==> src/rtl/onehot_decoder_pkg.sv <==
// Shared state encoding and decode helper for onehot_decoder_scan and its scan counter.
// The helper works at the widest supported code width; callers keep the low 2**IN_W bits.
package onehot_decoder_pkg;

    typedef enum logic [1:0] {
        IDLE   = 2'd0,
        DIRECT = 2'd1,
        SCAN   = 2'd2
    } state_e;

    localparam int DWELL_MAX  = 65535;
    localparam int CODE_W_MAX = 8;
    localparam int OUT_W_MAX  = 2 ** CODE_W_MAX;

    function automatic logic [OUT_W_MAX-1:0] onehot_decode(
        input logic [CODE_W_MAX-1:0] code,
        input logic                  active_low
    );
        logic [OUT_W_MAX-1:0] vec;
        vec       = '0;
        vec[code] = 1'b1;
        return active_low ? ~vec : vec;
    endfunction

endpackage

==> src/rtl/scan_code_ctr.sv <==
// Dwell counter and code counter for scan mode, with mask-aware slot skipping.
// Also holds the code loaded by direct-mode accepts so cur_code has a single owner.
module scan_code_ctr
    import onehot_decoder_pkg::*;
#(
    parameter int IN_W  = 2,
    parameter int DWELL = 4
) (
    input  logic                 clk,
    input  logic                 rst_n,
    input  logic                 scan_start,
    input  logic                 scan_run,
    input  logic                 load,
    input  logic [IN_W-1:0]      load_code,
    input  logic [2**IN_W-1:0]   scan_mask,
    output logic [IN_W-1:0]      code_q,
    output logic [IN_W-1:0]      code_d,
    output logic                 live_d,
    output logic                 wrap_q
);

    localparam int OUT_W = 2 ** IN_W;
    localparam int DW_W  = (DWELL > 1) ? $clog2(DWELL) : 1;
    localparam logic [DW_W-1:0] DWELL_LAST = DW_W'(DWELL - 1);

    logic [DW_W-1:0] dwell_q, dwell_d;
    logic            live_q;
    logic            wrap_d;

    logic [IN_W-1:0]  next_cand [OUT_W];
    logic [OUT_W-1:0] next_hit;
    logic             next_found, first_found;
    logic [IN_W-1:0]  next_code, first_code;

    // Candidate i is code_q+i+1; the last candidate wraps round to code_q itself.
    generate
        for (genvar gi = 0; gi < OUT_W; gi++) begin : g_cand
            assign next_cand[gi] = code_q + IN_W'(gi + 1);
            assign next_hit[gi]  = ~scan_mask[next_cand[gi]];
        end
    endgenerate

    always_comb begin
        next_found  = 1'b0;
        next_code   = code_q;
        first_found = 1'b0;
        first_code  = '0;
        for (int i = OUT_W - 1; i >= 0; i--) begin
            if (next_hit[i]) begin
                next_found = 1'b1;
                next_code  = next_cand[i];
            end
            if (!scan_mask[i]) begin
                first_found = 1'b1;
                first_code  = IN_W'(i);
            end
        end
    end

    always_comb begin
        dwell_d = dwell_q;
        code_d  = code_q;
        live_d  = live_q;
        wrap_d  = 1'b0;
        if (load) begin
            code_d = load_code;
        end
        if (scan_start) begin
            dwell_d = '0;
            code_d  = first_code;
            live_d  = first_found;
        end else if (scan_run) begin
            if (dwell_q == DWELL_LAST) begin
                dwell_d = '0;
                live_d  = next_found;
                if (next_found) begin
                    code_d = next_code;
                    wrap_d = (next_code < code_q);
                end
            end else begin
                dwell_d = dwell_q + DW_W'(1);
            end
        end else begin
            dwell_d = '0;
            live_d  = 1'b0;
        end
    end

    always_ff @(posedge clk) begin
        if (!rst_n) begin
            dwell_q <= '0;
            code_q  <= '0;
            live_q  <= 1'b0;
            wrap_q  <= 1'b0;
        end else begin
            dwell_q <= dwell_d;
            code_q  <= code_d;
            live_q  <= live_d;
            wrap_q  <= wrap_d;
        end
    end

endmodule

==> src/rtl/onehot_decoder_scan.sv <==
// Registered binary-to-one-hot decoder with a handshaked direct mode and a strobing scan mode.
// Define ONEHOT_DECODER_SCAN_MASK_EN to add the scan_mask input that skips slots while scanning.
module onehot_decoder_scan
    import onehot_decoder_pkg::*;
#(
    parameter int IN_W       = 2,
    parameter int DWELL      = 4,
    parameter bit ACTIVE_LOW = 1'b0
) (
    input  logic                 clk,
    input  logic                 rst_n,
    input  logic                 en,
    input  logic                 mode,
    input  logic [IN_W-1:0]      din,
    input  logic                 in_valid,
`ifdef ONEHOT_DECODER_SCAN_MASK_EN
    input  logic [2**IN_W-1:0]   scan_mask,
`endif
    output logic                 in_ready,
    output logic [2**IN_W-1:0]   dout,
    output logic                 out_valid,
    output logic [IN_W-1:0]      cur_code,
    output logic                 scan_wrap
);

    localparam int OUT_W = 2 ** IN_W;
    localparam logic [OUT_W-1:0] INACTIVE = {OUT_W{ACTIVE_LOW}};

    state_e           state_q, state_d, target;
    logic             accept, scan_start, scan_run;
    logic [OUT_W-1:0] mask;
    logic [OUT_W-1:0] decoded;
    logic [OUT_W-1:0] dout_q, dout_d;
    logic             out_valid_q, out_valid_d;
    logic [IN_W-1:0]  code_q, code_d;
    logic             live_d, wrap_q;

`ifdef ONEHOT_DECODER_SCAN_MASK_EN
    assign mask = scan_mask;
`else
    assign mask = '0;
`endif

    always_ff @(posedge clk) begin
        if (!rst_n) begin
            state_q <= IDLE;
        end else begin
            state_q <= state_d;
        end
    end

    // Any change of the requested state from a non-idle state spends one cycle in IDLE.
    always_comb begin
        target = IDLE;
        if (en) begin
            target = mode ? SCAN : DIRECT;
        end
        state_d = ((state_q == IDLE) || (state_q == target)) ? target : IDLE;
    end

    always_comb begin
        in_ready   = en && !mode && rst_n;
        accept     = in_valid && in_ready && (state_d == DIRECT);
        scan_start = (state_d == SCAN) && (state_q != SCAN);
        scan_run   = (state_d == SCAN) && (state_q == SCAN);
    end

    scan_code_ctr #(
        .IN_W  (IN_W),
        .DWELL (DWELL)
    ) u_ctr (
        .clk        (clk),
        .rst_n      (rst_n),
        .scan_start (scan_start),
        .scan_run   (scan_run),
        .load       (accept),
        .load_code  (din),
        .scan_mask  (mask),
        .code_q     (code_q),
        .code_d     (code_d),
        .live_d     (live_d),
        .wrap_q     (wrap_q)
    );

    always_comb begin
        decoded = OUT_W'(onehot_decode(CODE_W_MAX'(code_d), ACTIVE_LOW));
        case (state_d)
            DIRECT:  out_valid_d = accept || out_valid_q;
            SCAN:    out_valid_d = live_d;
            default: out_valid_d = 1'b0;
        endcase
        dout_d = out_valid_d ? decoded : INACTIVE;
    end

    always_ff @(posedge clk) begin
        if (!rst_n) begin
            dout_q      <= INACTIVE;
            out_valid_q <= 1'b0;
        end else begin
            dout_q      <= dout_d;
            out_valid_q <= out_valid_d;
        end
    end

    assign dout      = dout_q;
    assign out_valid = out_valid_q;
    assign cur_code  = code_q;
    assign scan_wrap = wrap_q;

endmodule

==> config.mk <==
export PLATFORM = sky130hd
export DESIGN_NAME = onehot_decoder_scan
export DESIGN_NICKNAME = d
export VERILOG_FILES = /design/src/rtl/onehot_decoder_pkg.sv /design/src/rtl/scan_code_ctr.sv /design/src/rtl/onehot_decoder_scan.sv
export SDC_FILE = /design/constraint.sdc
export NUM_CORES = 1
export LEC_CHECK = 0
export ABC_CLOCK_PERIOD_IN_PS = 2350
export CAP_MARGIN = 20
export CORE_MARGIN = 10
export CORE_UTILIZATION = 30
export CTS_BUF_LIST = sky130_fd_sc_hd__clkbuf_2 sky130_fd_sc_hd__clkbuf_4 sky130_fd_sc_hd__clkbuf_8
export DETAILED_ROUTE_END_ITERATION = 8
export PLACE_DENSITY = 0.55
export SYNTH_ARGS = -nofsm -noshare
export SYNTH_HDL_FRONTEND = slang
export SYNTH_SLANG_ARGS = --single-unit
==> constraint.sdc <==
create_clock -name clk -period 2.35 [get_ports clk]
set_clock_uncertainty 0.05 [all_clocks]
set_input_delay 0.705 -clock clk [delete_from_list [all_inputs] [get_ports clk]]
set_output_delay 0.705 -clock clk [all_outputs]
set_load 0.05 [all_outputs]
== Yosys cells after proc, flatten, opt, wreduce, memory -nomap -nowiden ==
Index checks and enable logic that the tools add are counted.
Widths: inputs -> output; s select.
Word-level totals
  register bits: 13
  logic and storage cells: 71
  input bits: 7
  output and inout bits: 9
Operators by class
  reduce and logical (&&, ||, !) cells: 14
  $lt $le $gt $ge: 7
  mux-type cells: 29
  $add $sub $neg: 4
  equal/unequal tests: 6
  bitwise gates (word level): 4
Operator list (count)
  $mux 2: 11
  $lt 2x3->1 const B: 4
  $mux 1: 12
  $lt 2x9->1 const B: 1
  $bmux 1 s2: 4
  $logic_and 1x1->1: 7
  $eq 2x2->1 const B: 3
  $reduce_or 5->1: 1
  $add 2x1->2 const B: 2
  $add 2x2->2 const B: 2
  $not 1->1: 4
  $reduce_or 4->1: 1
  $demux 1 s2: 1
  $eq 2x1->1 const B: 1
  $eq 2x2->1: 1
  $ge 2x1->1 const B: 1
  $logic_not 2->1: 1
  $logic_or 1x1->1: 2
  $lt 2x2->1: 1
  $ne 2x2->1 const B: 1
  $pmux 1 s2: 1
  $reduce_and 2->1: 1
  $logic_not 1->1: 1

== Depth between registers and ports, before layout ==
  word-level depth: 16
  gate-level depth with buffers: 8
  gate-level depth less buffers: 8

== Hierarchy ==
A second synthesis with hierarchy kept.
Unflattened totals
  cell total of the unflattened synthesis: 86
  area, all modules: 780.7 um^2
By module, submodules not included
  scan_code_ctr: area each 446.7 um^2, instances 1, cells each 54, seq. area each 120.1 um^2
  onehot_decoder_scan: area each 334.1 um^2, instances 1, cells each 32, seq. area each 140.1 um^2

== Worst setup path before layout ==
OpenSTA, ideal clock, no wires.
  kind: input-to-reg
  from: in mode
  to: reg dout_q[2], in the netlist dout[2]
  path buffers: 0
  setup slack: 0.069 ns
  arrival time: 2.158 ns
  stages on the path: 7
  required time: 2.227 ns
  library setup time: 0.073 ns
  cells stage by stage: or3b_2 -> inv_1 -> ha_1 -> and2_2 -> nand3_2 -> a311oi_2 -> nor3b_2
On the way
  cells in the longest elaborated chain, start to end: 16
  elaborated cells on any way between the ends: 29
  classes of those cells: 2 x order compare; 3 x eq/ne; 13 x mux; 11 x reduce/logical
RTL lines
  from (decl): RTL line onehot_decoder_scan.sv:13  | input logic mode,
  $mux 2 *: RTL line onehot_decoder_scan.sv:56  | target = mode ? SCAN : DIRECT;
  $mux 2 *: RTL line onehot_decoder_scan.sv:55  | if (en) begin
  $eq 2x2->1: RTL line onehot_decoder_scan.sv:58  | state_d = ((state_q == IDLE) || (state_q == target)) ? target : IDLE;
  $logic_or 1x1->1: RTL line onehot_decoder_scan.sv:58
  $mux 2 *: RTL line onehot_decoder_scan.sv:58
  named net state_d[0]: RTL line onehot_decoder_scan.sv:29  | state_e state_q, state_d, target;
  $eq 2x1->1: RTL line onehot_decoder_scan.sv:63, onehot_decoder_scan.sv:87
  $logic_and 1x1->1: RTL line onehot_decoder_scan.sv:63  | accept = in_valid && in_ready && (state_d == DIRECT);
  $mux 2: RTL line scan_code_ctr.sv:65  | if (load) begin
  $mux 2: RTL line scan_code_ctr.sv:76  | if (next_found) begin
  $mux 2: RTL line scan_code_ctr.sv:73  | if (dwell_q == DWELL_LAST) begin
  $mux 2: RTL line scan_code_ctr.sv:72  | end else if (scan_run) begin
  $mux 2: RTL line scan_code_ctr.sv:68  | if (scan_start) begin
  $lt 2x9->1 (not written as such) or $ge 2x1->1 (tied branches): RTL line onehot_decoder_pkg.sv:21  | vec[code] = 1'b1;
  $logic_and 1x1->1 (not written as such): RTL line onehot_decoder_pkg.sv:21
  $mux 1 (not written as such): RTL line onehot_decoder_pkg.sv:21
  $demux 1 s2: RTL line onehot_decoder_pkg.sv:21
  to (signal assigned): RTL line onehot_decoder_scan.sv:100  | dout_q <= dout_d;
  to (decl): RTL line onehot_decoder_scan.sv:33  | logic [OUT_W-1:0] dout_q, dout_d;
Mark *: on every way through the listed nets, which the timed path passes. The rest lies on a longest branch.
A chain may end at the register's enable or synchronous reset.

== Worst setup path after layout ==
  from: in mode
  to: reg dout_q[3], in the netlist dout[3]
On the way
  cells in the longest elaborated chain, start to end: 16
  elaborated cells on any way between the ends: 29
  classes of those cells: 2 x order compare; 3 x eq/ne; 13 x mux; 11 x reduce/logical
RTL lines (RTL line)
  $mux 2: onehot_decoder_scan.sv:56
  $mux 2: onehot_decoder_scan.sv:55
  $eq 2x2->1: onehot_decoder_scan.sv:58
  $logic_or 1x1->1: onehot_decoder_scan.sv:58
  $mux 2: onehot_decoder_scan.sv:58
  $eq 2x1->1: onehot_decoder_scan.sv:63, onehot_decoder_scan.sv:87
  $logic_and 1x1->1: onehot_decoder_scan.sv:63
  $mux 2: scan_code_ctr.sv:65
  $mux 2: scan_code_ctr.sv:76
  $mux 2: scan_code_ctr.sv:73
  $mux 2: scan_code_ctr.sv:72
  $mux 2: scan_code_ctr.sv:68
  $lt 2x9->1 (not written as such) or $ge 2x1->1 (tied branches): onehot_decoder_pkg.sv:21
  $logic_and 1x1->1 (not written as such): onehot_decoder_pkg.sv:21
  $mux 1 (not written as such): onehot_decoder_pkg.sv:21
  $demux 1 s2: onehot_decoder_pkg.sv:21
Parallel ways exist; a longest one is shown, timed or not.

==> out/qor.txt <==
status - finished clean
Worst path top cell family by delay - buffers and inverters
Mapped Nets - 70
fin crit share - 0.961
H-tree Lvls - 1
crit path DAT - 2.38 ns
synth unique cells - 27
post-route setup slack - 0.0906 ns
dominant cell by count in the synthesized netlist - dfxtp_1
Max Cap Violations - 0
Mapped Area - 589 um^2
warnings from Yosys - 0
Setup CP Type - input port to register
GRT Residual Overflow - 0
Max Slew Vio Count - 0
Hold Crit Start - u_ctr.dwell_q[0]
first-pass GRT wire length - 2350 um
n_diodes - 0
pin count of the biggest net entering global routing - 8
Starting Density - 0.327
nature of the critical path endpoint - register
Clock Path Buffers - 2
Hold Vio Cnt, Final - 0
TritonCTS clock tree - done
clk_lat worst skew - 0.27 ns
Leak Pwr - 0.427 nW
RSZ-0062 raised after global routing - no
number of CTS-inserted buffers - 3
WP data required - 2.47 ns
sequential-to-total area share from yosys stat - 0.442
Horiz. Die Dim - 64.3 um
Post-route DRC - 0
Pwr Total - 0.433 mW
initial antenna violation count - 0
crit path max fanout - 4
GRT Total Usage - 0.0731
num rows - 15
max incr delay on CP - 0.39 ns
routed vias - 497
Pwr Density - 460 nW/um^2
worst slew pin tran - 0.508 ns
Core Box Area - 1800 um^2
Highest Clock Rate - 443 MHz
Main synth FF type - dfxtp_1
share of cells above drive strength 1 - 0.386
clk root buf - clkbuf_4
Syn Inst Count - 59
wire length per cell - 12.1 um
vias per inst - 4.40
mean post-synth cell area - 9.99 um^2
Critical-path top delay cell - or3b_4
Worst Setup SP - mode
Bufs and invs on worst path - 4
vias in the first global route - 537
initial DRC count - 9
Synth area leader - dfxtp_1
endpoints failing setup - 0
HP Class - register to register
Routed WL - 1370 um
clock sinks - 13
Placed Area - 848 um^2
#FFs+latches synth - 13
area share of the largest cell type after synthesis - 0.442
synth-to-layout area growth - 59.9%
origin of the critical flop-to-flop path - state_q[1]
post-route ant nets - 0
Clock transition at path regs - 0.08 ns
Hold Buf Count CTS - 0
Layout Nets - 100
Post-Place Worst Slack - -0.591 ns
min Tclk post-route - 2.26 ns
most frequent cells after synthesis - dfxtp_1, nor2_1, inv_1, nand2_1, ha_1
setup TNS - 0 ns
crit-path cells - dlygate4sd2_1, or3b_4, buf_4, ha_4, buf_4, o31ai_1, a311o_2, inv_2, and3_1
RePlAce Congestion - 0.716
Max VDD drop - 0.408 mV
ys async rst share - 0
cell mode on critical path - buf_4
Die H - 64.3 um
HPWL after DPL - 1070 um
Slew HR - 0.661
Startpoint Class - input port
EDFF count, synth - 0
finished layout cell area - 942 um^2
Synth area leaders - dfxtp_1, ha_1, nor2_1
Die Area - 4140 um^2
DR pass1 iterations - 3
port bufs - 15
io pins - 16
==> area by class of cell <==
| type | instances | area (um^2) |
|---|---|---|
| clock buffer | 4 | 30.0 |
| timing repair buffer | 25 | 235 |
| tap | 25 | 31.3 |
| multi-input combinational | 40 | 358 |
| inverter | 6 | 27.5 |
| sequential | 13 | 260 |
| fill | 181 | 860 |
==> power by group <==
part / internal, mW / switching (mW) / total, mW
registers: 0.223 / 0.00226 / 0.226
logic: 0.0313 / 0.0288 / 0.0601
clock network: 0.0774 / 0.0701 / 0.147
total: 0.332 / 0.101 / 0.433
==> what timing repair did <==
action,4_1_cts,5_1_grt
setup endpoints to repair,8,0
resized for setup,17,0
setup buffers,1,0
hold endpoints to repair,0,0
==> through the flow <==
step | utilization | std cells | hold WS (ns)
finish | 0.523 | 113 | 0.375
global route | 0.523 | 113 | 0.401
CTS | 0.523 | 113 | 0.381
detailed placement | 0.471 | 108 | 0.369
global placement | 0.471 | 108 | 0.356
floorplan | - | 59 | 0.348
==> cells by family (layout without fill, tap and decap cells) <==
kind of cell             after synthesis  after routing  share of synthesized area
flip-flops                            13             13                      0.442
buffers and inverters                  6             35                     0.0467
AND/OR/NAND/NOR                       30             30                      0.327
adder cells (fa/ha/maj)                4              4                     0.0849
AO/OA/AOI/OAI                          6              6                     0.0998
==> state kept, by name, indices dropped and copies added, names as in the netlist <==
register and cells:
dout 4, out_valid 1, state_q 2, u_ctr.code_q 2, u_ctr.dwell_q 2, u_ctr.live_q 1, u_ctr.wrap_q 1
==> worst paths after layout <==
check                           slack [ns]  cells past startpoint          endpoint
worst max-delay path                  0.09                      9           dout[3]
worst min-delay path                  0.37                      1  u_ctr.dwell_q[0]
worst max register to register        0.41                      8           dout[3]
worst min register to register        0.37                      1  u_ctr.dwell_q[0]
==> worst register-to-register path: cells and delay by family (launching register included) <==
| family | cells | cell delay (ns) |
|---|---|---|
| AND/OR/NAND/NOR | 2 | 0.56 |
| flip-flops | 1 | 0.37 |
| AO/OA/AOI/OAI | 2 | 0.37 |
| buffers and inverters | 3 | 0.33 |
| adder cells (fa/ha/maj) | 1 | 0.16 |
==> per-layer routing <==
| layer | vias to the layer above | GRT usage | routed length (um) |
|---|---|---|---|
| met5 | - | 0 | 0 |
| met4 | 0 | 0.0348 | 38 |
| met3 | 4 | 0.0523 | 122 |
| met2 | 12 | 0.123 | 658 |
| met1 | 220 | 0.0648 | 550 |
| li1 | 261 | - | - |
==> cells in the final DEF (no fill, tap or decap), drive strengths merged, types with 2 or more instances in the layout <==
cell type,synthesis,final
clkdlybuf4s50,0,11
dlygate4sd2,0,3
and2,4,4
nand2,5,5
clkbuf,0,4
ha,4,4
nand3,2,2
inv,5,5
nor2,8,8
nor3b,2,2
buf,0,11
or2,2,2
dfxtp,13,13
(Power assumes the default switching activity.)
